$ cat src/rtl/instr_decode_stage.sv
// RV32I decode stage: decodes at push, buffers decoded entries in a circular FIFO,
// and presents the head entry with a valid/ready handshake on both sides.
module instr_decode_stage #(
  parameter int XLEN  = 32,
  parameter int DEPTH = 2
) (
  input  logic            clk,
  input  logic            reset,
  input  logic            flush,
  input  logic            in_valid,
  output logic            in_ready,
  input  logic [31:0]     instr,
  input  logic [XLEN-1:0] pc_in,
  output logic            out_valid,
  input  logic            out_ready,
  output logic [6:0]      opcode,
  output logic [2:0]      funct3,
  output logic [6:0]      funct7,
  output logic [4:0]      rs1,
  output logic [4:0]      rs2,
  output logic [4:0]      rd,
  output logic [XLEN-1:0] imm,
  output logic [XLEN-1:0] pc_out,
  output logic            illegal
);

  localparam int PW = (DEPTH > 1) ? $clog2(DEPTH) : 1;
  localparam int CW = $clog2(DEPTH + 1);

  typedef struct packed {
    logic [6:0]      opcode;
    logic [2:0]      funct3;
    logic [6:0]      funct7;
    logic [4:0]      rs1;
    logic [4:0]      rs2;
    logic [4:0]      rd;
    logic [XLEN-1:0] imm;
    logic [XLEN-1:0] pc;
    logic            illegal;
  } entry_t;

  entry_t             mem_q [DEPTH];
  logic [PW-1:0]      rd_ptr_q, rd_ptr_d;
  logic [PW-1:0]      wr_ptr_q, wr_ptr_d;
  logic [CW-1:0]      count_q, count_d;
  entry_t             dec;
  entry_t             head;
  logic signed [31:0] imm32;
  logic               legal;
  logic               push;
  logic               pop;

  function automatic logic [PW-1:0] wrap_inc(input logic [PW-1:0] p);
    return (p == PW'(DEPTH - 1)) ? '0 : p + PW'(1);
  endfunction

  always_comb begin
    imm32 = '0;
    legal = 1'b1;
    case (instr[6:0])
      7'b0010011, 7'b0000011, 7'b1100111, 7'b1110011:
        imm32 = {{20{instr[31]}}, instr[31:20]};
      7'b0100011:
        imm32 = {{20{instr[31]}}, instr[31:25], instr[11:7]};
      7'b1100011:
        imm32 = {{19{instr[31]}}, instr[31], instr[7], instr[30:25], instr[11:8], 1'b0};
      7'b0110111, 7'b0010111:
        imm32 = {instr[31:12], 12'b0};
      7'b1101111:
        imm32 = {{11{instr[31]}}, instr[31], instr[19:12], instr[20], instr[30:21], 1'b0};
      7'b0110011, 7'b0001111:
        imm32 = '0;
      default:
        legal = 1'b0;
    endcase
    if (instr[1:0] != 2'b11) legal = 1'b0;
    if (!legal) imm32 = '0;

    dec.opcode  = instr[6:0];
    dec.funct3  = instr[14:12];
    dec.funct7  = instr[31:25];
    dec.rs1     = instr[19:15];
    dec.rs2     = instr[24:20];
    dec.rd      = instr[11:7];
    // signed cast widens by replicating bit 31, covering the XLEN=64 U-type case
    dec.imm     = XLEN'(imm32);
    dec.pc      = pc_in;
    dec.illegal = !legal;
  end

  assign in_ready  = (count_q < CW'(DEPTH));
  assign out_valid = (count_q != '0);
  assign push      = in_valid && in_ready && !flush;
  assign pop       = out_valid && out_ready && !flush;

  always_comb begin
    rd_ptr_d = rd_ptr_q;
    wr_ptr_d = wr_ptr_q;
    count_d  = count_q;
    if (push) wr_ptr_d = wrap_inc(wr_ptr_q);
    if (pop)  rd_ptr_d = wrap_inc(rd_ptr_q);
    case ({push, pop})
      2'b10:   count_d = count_q + CW'(1);
      2'b01:   count_d = count_q - CW'(1);
      default: count_d = count_q;
    endcase
  end

  always_ff @(posedge clk) begin
    if (reset || flush) begin
      rd_ptr_q <= '0;
      wr_ptr_q <= '0;
      count_q  <= '0;
    end else begin
      rd_ptr_q <= rd_ptr_d;
      wr_ptr_q <= wr_ptr_d;
      count_q  <= count_d;
    end
  end

  always_ff @(posedge clk) begin
    if (push && !reset) mem_q[wr_ptr_q] <= dec;
  end

  // empty stage presents all-zero fields rather than stale slot contents
  assign head    = out_valid ? mem_q[rd_ptr_q] : '0;
  assign opcode  = head.opcode;
  assign funct3  = head.funct3;
  assign funct7  = head.funct7;
  assign rs1     = head.rs1;
  assign rs2     = head.rs2;
  assign rd      = head.rd;
  assign imm     = head.imm;
  assign pc_out  = head.pc;
  assign illegal = head.illegal;

endmodule

$ cat config.mk
export PLATFORM = sky130hd
export DESIGN_NAME = instr_decode_stage
export DESIGN_NICKNAME = d
export VERILOG_FILES = /design/src/rtl/instr_decode_stage.sv
export SDC_FILE = /design/constraint.sdc
export NUM_CORES = 1
export LEC_CHECK = 0
export ABC_CLOCK_PERIOD_IN_PS = 30000
export CORE_ASPECT_RATIO = 1.75
export CORE_MARGIN = 8
export CORE_UTILIZATION = 30
export DETAILED_ROUTE_END_ITERATION = 16
export PLACE_DENSITY_LB_ADDON = 0.2
export SLEW_MARGIN = 20
export SYNTH_ARGS = -nofsm -noshare
export SYNTH_HDL_FRONTEND = slang
export SYNTH_SLANG_ARGS = --single-unit
$ cat constraint.sdc
create_clock -name clk -period 30 [get_ports clk]
set_input_delay 6 -clock clk [delete_from_list [all_inputs] [get_ports clk]]
set_output_delay 6 -clock clk [all_outputs]
set_load 0.005 [all_outputs]
==> implementation parameters, run 1 <==
Parameter                              Value

Synthesis
  Nets in the synthesized netlist ... 588
  Number of flops mapped to enable cells by yosys ... 194
  Async SR Flop Fraction ... 0%
  Area of the mapped netlist ... 8129 sq um
  Mean Syn Cell Area ... 15.69 sq um
  Distinct cells, synth ... 47
  Most used DFF post-synth ... sky130_fd_sc_hd__edfxtp_1
  Yosys warnings ... 0
  Instance count of the mapped netlist ... 518
  Flop and latch count out of synthesis ... 199
  Post-synthesis sequential area ratio ... 72.90%

STA
  Clock period minus worst slack ... 9.138 ns
  Hold Vio Cnt, Final ... 0
  Setup skew after layout ... 0.005333 ns
  Headroom to the max-slew limit ... 33.38%
  Count of final max-slew check failures ... 0
  Maximum achievable frequency ... 0.1094 GHz
  Share of the cycle needed by the critical path after routing ... 30.46%
  Unrepaired setup endpoints after global routing ... no
  Transition at the pin with the smallest max-transition slack ... 0.9994 ns
  Total setup violations reported at the end of the flow ... 0
  Total negative setup slack ... 0 ns

Finish
  Area occupied by registers ... 5929 sq um
  Multi-input combinational cell area ... 2024 sq um
  Non-filler cells in the finished layout ... 1022
  Antenna diode instance count ... 0
  Fraction of final layout cells sized beyond drive strength 1 ... 7.637%
  Number of fill cells in the layout ... 2536
  Synthesis-to-finish area growth ... 32.35%
  Net count, final ... 751

Placement
  Last weighted congestion value of the routability-driven placer ... 0.7438
  Port Buffer Count ... 167
  HPWL Detailed ... 13140 um
  Placed cells ... 990

CTS
  # H-tree levels ... 4
  Clock insertion delay at the later pin of the skew report ... 0.45 ns
  Post-cts hold buffer count ... 0
  Root buffer cell ... sky130_fd_sc_hd__clkbuf_16
  Total CTS buffers ... 17
  Max clock buf depth ... 2
  Setup Fix Bufs, Post-CTS ... 0
  Worst-path clk slew ... 0.06 ns
  Clock tree from TritonCTS ... built
  Clock sinks ... 199
  Number of gates given a new drive strength after cts ... 0

Detailed routing
  Post-route ant nets ... 0
  Routed wire length ... 19570 um
  Vias per Instance ... 4.673
  Drt first-iter violations ... 207
  Detailed-route wire length per cell ... 19.15 um
  Detail Route met2 WL ... 10770 um
  Residual DRC count ... 0
  Total length of routed met3 wires ... 941 um
  Detailed-router iteration count before antenna repair ... 4
  Total via count after detailed routing ... 4776
  Top layer reached by signal wires ... met4
  Met1 routed wirelength after detailed routing ... 7432 um

Critical path
  Crit path DAT ... 3.14 ns
  Critical R2R Launch ... count_q[1]
  Worst Path Required ... 24.00 ns
  Terminus of the critical flop-to-flop path ... mem_q[1][83]
  Critical path launch point type ... register
  Reg-to-reg slack, setup ... 27.25 ns
  Capturing element type of the critical path ... primary output
  R2r worst-path depth ... 4
  Crit-path max FO ... 51
  Crit Path Category ... reg -> out

Floorplan
  Number of ports placed on the die boundary ... 168
  Core Footprint ... 26930 sq um
  Area of the die ... 32830 sq um
  DIE WIDTH ... 140.4 um
  Starting density of the core ... 30.19%
  Row Count ... 80
  Overall die height ... 233.8 um

Power
  Worst supply voltage drop on vdd ... 33.74 uV
  Ratio of total power to cell area ... 55.77 nW/um^2
  Power Total ... 600.0 uW
  Leakage ... 3.466 nW

Global routing
  GRT Residual Overflow ... 0
  GR Util All Layers ... 12.18%
  Pin count of the biggest net entering global routing ... 80
  Via count of the first global-routing pass ... 5159
  First-pass GRT wire length ... 29730 um
  Number of antenna violations at the first check in global routing ... 0

Outcome
  Status ... completed

Worst hold path
  Tightest Hold Check Type ... reg -> reg
  Worst Hold Path Cells ... 2
  Worst Hold Endpoint ... rd_ptr_q
  HP Start ... rd_ptr_q

Flow run
  Max-cap viol count ... 0
## sequential cells by signal (all words and copies together), names as in the netlist, named ones only
| signal | flops |
|---|---|
| count_q | 2 |
| wr_ptr_q | 1 |
| rd_ptr_q | 1 |
| mem_q | 194 |
## placed cells by master, fill, tap and decap left out, drive strengths merged, types with 2 or more instances in the layout
| master | netlist | routed |
|---|---|---|
| bufinv | 0 | 6 |
| o21ai | 4 | 4 |
| nor2 | 104 | 104 |
| and3 | 3 | 3 |
| mux2i | 97 | 97 |
| a21oi | 2 | 2 |
| xor2 | 3 | 3 |
| dfxtp | 5 | 5 |
| clkinv | 0 | 7 |
| edfxtp | 194 | 194 |
| nand2 | 8 | 8 |
| xnor2 | 3 | 3 |
| nor3 | 6 | 6 |
| inv | 4 | 4 |
| nand4b | 3 | 3 |
| nand3 | 2 | 2 |
| clkdlybuf4s50 | 0 | 167 |
| a21o | 20 | 20 |
| a22o | 4 | 4 |
| clkbuf | 6 | 18 |
| nor3b | 3 | 3 |
| buf | 23 | 6 |
| and2 | 8 | 8 |
## kinds of logic (layout without fill, tap and decap cells)
kind of cell,after synthesis,count (layout),synth area share (%)
adder cells (fa/ha/maj),1,1,0.1539
AO/OA/AOI/OAI,39,39,3.771
XOR/XNOR,6,6,0.6466
AND/OR/NAND/NOR,142,142,8.066
buffers and inverters,33,209,2.386
flip-flops,199,199,72.90
multiplexers,98,98,12.08
## how the worst max path moves through the flow
| stage | cells past startpoint | endpoint | slack, ns | start |
|---|---|---|---|---|
| 3_3_place_gp | 5 | mem_q[1][78] | 21.13 | flush |
| 2_1_floorplan | 3 | mem_q[1][0] | 16.05 | flush |
| 4_1_cts | 4 | imm[10] | 20.69 | register |
| 3_5_place_dp | 5 | mem_q[1][78] | 20.98 | flush |
| 5_1_grt | 4 | imm[30] | 20.61 | register |
| 6_report | 4 | imm[16] | 20.86 | register |
## final cells by class
cell class	count	area share [%]
sequential	199	55.11
clock buffer	18	3.989
multi-input combinational	286	18.82
timing repair buffer	173	15.99
clock inverter	14	2.140
inverter	4	0.1396
tap	328	3.814
## where the power goes
| part | leakage, nW | switching (mW) | internal (mW) |
|---|---|---|---|
| logic | 1.35 | 0.0172 | 0.0183 |
| clock network | 0.317 | 0.0985 | 0.155 |
| registers | 1.80 | 0.00151 | 0.309 |
| total | 3.47 | 0.117 | 0.483 |
## metrics by stage
stage,setup slack (ns),utilization (%),hold WS (ns),cell area (sq um)
2_1_floorplan,16.05,-,0.5200,8129
3_3_place_gp,21.13,37.50,0.5485,10100
3_5_place_dp,20.98,37.50,0.5599,10100
4_1_cts,20.69,39.94,0.5764,10760
5_1_grt,20.61,39.96,0.5996,10760
6_report,20.86,39.96,0.5726,10760
## per-layer routing
metal	up-vias	track usage, %
met5	-	0
met4	0	6.273
met3	23	3.119
met2	114	22.20
met1	2390	12.66
li1	2249	-
## critical path, cell delays in order, from the launching register on
cell,delay [ns]
sky130_fd_sc_hd__dfxtp_4,0.88
sky130_fd_sc_hd__buf_4,0.84
sky130_fd_sc_hd__mux2i_1,0.18
sky130_fd_sc_hd__nor2_1,0.18
sky130_fd_sc_hd__clkdlybuf4s50_1,0.54
## synth_stat cells, types with 2 or more instances
library cell	instances	area, sq um
sky130_fd_sc_hd__buf_6	3	33.78
sky130_fd_sc_hd__and2_1	8	50.05
sky130_fd_sc_hd__nor2_2	3	18.77
sky130_fd_sc_hd__dfxtp_1	5	100.1
sky130_fd_sc_hd__nand2_1	7	26.28
sky130_fd_sc_hd__a21oi_1	2	10.01
sky130_fd_sc_hd__buf_2	11	55.05
sky130_fd_sc_hd__xor2_1	3	26.28
sky130_fd_sc_hd__a22o_1	4	35.03
sky130_fd_sc_hd__and3_1	2	12.51
sky130_fd_sc_hd__buf_4	9	67.56
sky130_fd_sc_hd__xnor2_1	3	26.28
sky130_fd_sc_hd__edfxtp_1	194	5826
sky130_fd_sc_hd__o21ai_2	2	17.52
sky130_fd_sc_hd__o21ai_1	2	10.01
sky130_fd_sc_hd__mux2i_1	97	970.9
sky130_fd_sc_hd__inv_1	3	11.26
sky130_fd_sc_hd__a21o_1	19	142.6
sky130_fd_sc_hd__nor2_1	101	379.1
sky130_fd_sc_hd__nand3_1	2	10.01
sky130_fd_sc_hd__nand4b_1	2	17.52
sky130_fd_sc_hd__clkbuf_1	6	22.52
sky130_fd_sc_hd__nor3_1	6	30.03
Note: power is estimated with default switching activity, not from simulation.
==> run 2: changes to the inputs <==
- ABC_CLOCK_PERIOD_IN_PS: 30000 -> 7600
- clock period: 30 -> 7.6 ns (I/O delays scaled with it)
==> implementation parameters, run 2 (synthesized netlist as in run 1, its figures left out) <==
Parameter                              Value

CTS
  Clock insertion delay at the later pin of the skew report ... 0.44 ns
  Post-cts hold buffer count ... 0
  Worst-path clk slew ... 0.06 ns
  Number of gates given a new drive strength after cts ... 0
  Clock tree from TritonCTS ... built
  Setup Fix Bufs, Post-CTS ... 0
  Clock sinks ... 199
  Total CTS buffers ... 17
  Max clock buf depth ... 2
  Root buffer cell ... sky130_fd_sc_hd__clkbuf_16
  # H-tree levels ... 4

STA
  Headroom to the max-slew limit ... 38.15%
  Share of the cycle needed by the critical path after routing ... 62.53%
  Total setup violations reported at the end of the flow ... 0
  Setup skew after layout ... 0.008122 ns
  Hold Vio Cnt, Final ... 0
  Transition at the pin with the smallest max-transition slack ... 0.9278 ns
  Maximum achievable frequency ... 0.2104 GHz
  Count of final max-slew check failures ... 0
  Clock period minus worst slack ... 4.753 ns
  Total negative setup slack ... 0 ns
  Unrepaired setup endpoints after global routing ... no

Floorplan
  Row Count ... 80
  Core Footprint ... 26930 sq um
  Starting density of the core ... 30.19%
  Number of ports placed on the die boundary ... 168
  Area of the die ... 32830 sq um
  Overall die height ... 233.8 um
  DIE WIDTH ... 140.4 um

Critical path
  Crit Path Category ... reg -> out
  Reg-to-reg slack, setup ... 5.56 ns
  Terminus of the critical flop-to-flop path ... mem_q[1][39]
  Critical path launch point type ... register
  R2r worst-path depth ... 4
  Worst Path Required ... 6.08 ns
  Crit path DAT ... 3.23 ns
  Capturing element type of the critical path ... primary output
  Crit-path max FO ... 53
  Critical R2R Launch ... count_q[1]

Placement
  Area of placed instances ... 10110 sq um
  Port Buffer Count ... 167
  HPWL Detailed ... 13490 um
  Placed cells ... 990
  Last weighted congestion value of the routability-driven placer ... 0.7783

Finish
  Net count, final ... 751
  Final design instance area without fill ... 10690 sq um
  Largest registers ranked by flip-flop count ... mem_q (194), count_q (2)
  Leading cell type in the layout, fill and taps excluded ... sky130_fd_sc_hd__edfxtp_1
  Fraction of final layout cells sized beyond drive strength 1 ... 7.792%
  Largest register FFs ... 194
  Antenna diode instance count ... 0
  Number of fill cells in the layout ... 2496
  Synthesis-to-finish area growth ... 31.55%
  Non-filler cells in the finished layout ... 1021
  Largest register by flop count ... mem_q
  Highest-count cells in the layout ignoring fill and taps ... 194 x sky130_fd_sc_hd__edfxtp_1, 167 x sky130_fd_sc_hd__clkdlybuf4s50_1, 101 x sky130_fd_sc_hd__nor2_1

Detailed routing
  Detailed-router iteration count before antenna repair ... 4
  Drt first-iter violations ... 173
  Total via count after detailed routing ... 4760
  Vias per Instance ... 4.662
  Post-route ant nets ... 0
  Routed wire length ... 19580 um
  Residual DRC count ... 0
  Detailed-route wire length per cell ... 19.18 um

Outcome
  Status ... completed

Flow run
  Max-cap viol count ... 0

Global routing
  Number of antenna violations at the first check in global routing ... 0
  Via count of the first global-routing pass ... 5222
  Pin count of the biggest net entering global routing ... 80
  GRT Residual Overflow ... 0
  GR Util All Layers ... 12.25%
  First-pass GRT wire length ... 29760 um

Power
  Leakage ... 3.430 nW
  Power Total ... 2.267 mW
  Ratio of total power to cell area ... 212.0 nW/um^2
  Worst supply voltage drop on vdd ... 144.7 uV

Worst hold path
  Worst Hold Path Cells ... 2
  Tightest Hold Check Type ... reg -> reg
  HP Start ... rd_ptr_q
==> run 2: area by class of cell <==
class	instances	area [sq um]	share of cell area, %
flip-flops and latches	199	5929	55.45
repair buffers	173	1717	16.05
clock buffers	17	425.4	3.978
multi-input cells	286	2037	19.05
well taps	328	410.4	3.838
inverters	4	15.01	0.1404
clock inverters	14	160.2	1.498
==> run 2: power breakdown <==
part | internal (mW) | switching, mW
combinational | 0.0724 | 0.0683
clock | 0.511 | 0.389
sequential | 1.22 | 0.00597
total | 1.80 | 0.463
==> run 2: through the flow <==
| stage | utilization (%) | hold slack [ns] | setup slack, ns |
|---|---|---|---|
| after CTS | 39.72 | 0.5789 | 2.746 |
| after global placement | 37.54 | 0.5387 | 3.245 |
| after global routing | 39.72 | 0.6045 | 2.675 |
| after floorplan | - | 0.5200 | 1.578 |
| after detailed placement | 37.54 | 0.5631 | 3.254 |
| final | 39.72 | 0.5666 | 2.847 |
==> run 2: critical path: stages, from the launching register on <==
cell,delay (ns)
sky130_fd_sc_hd__dfxtp_4,0.87
sky130_fd_sc_hd__buf_4,0.86
sky130_fd_sc_hd__mux2i_1,0.17
sky130_fd_sc_hd__nor2_1,0.24
sky130_fd_sc_hd__clkdlybuf4s50_1,0.57
==> run 2: worst max-delay path by stage <==
| stage | startpoint | endpoint | slack, ns | cells past startpoint |
|---|---|---|---|---|
| final | register | rs2[1] | 2.85 | 4 |
| after global routing | register | rs2[1] | 2.68 | 4 |
| after CTS | register | rs2[1] | 2.75 | 4 |
| after detailed placement | register | rs2[1] | 3.25 | 4 |
| after global placement | register | rs2[1] | 3.24 | 4 |
| after floorplan | flush | mem_q[1][0] | 1.58 | 3 |
==> run 2: layer usage <==
metal	vias up	GRT usage, %	wire, um
met5	-	0	0
met4	0	6.137	384
met3	18	3.139	916
met2	109	23.69	11190
met1	2382	11.67	7094
li1	2251	-	-
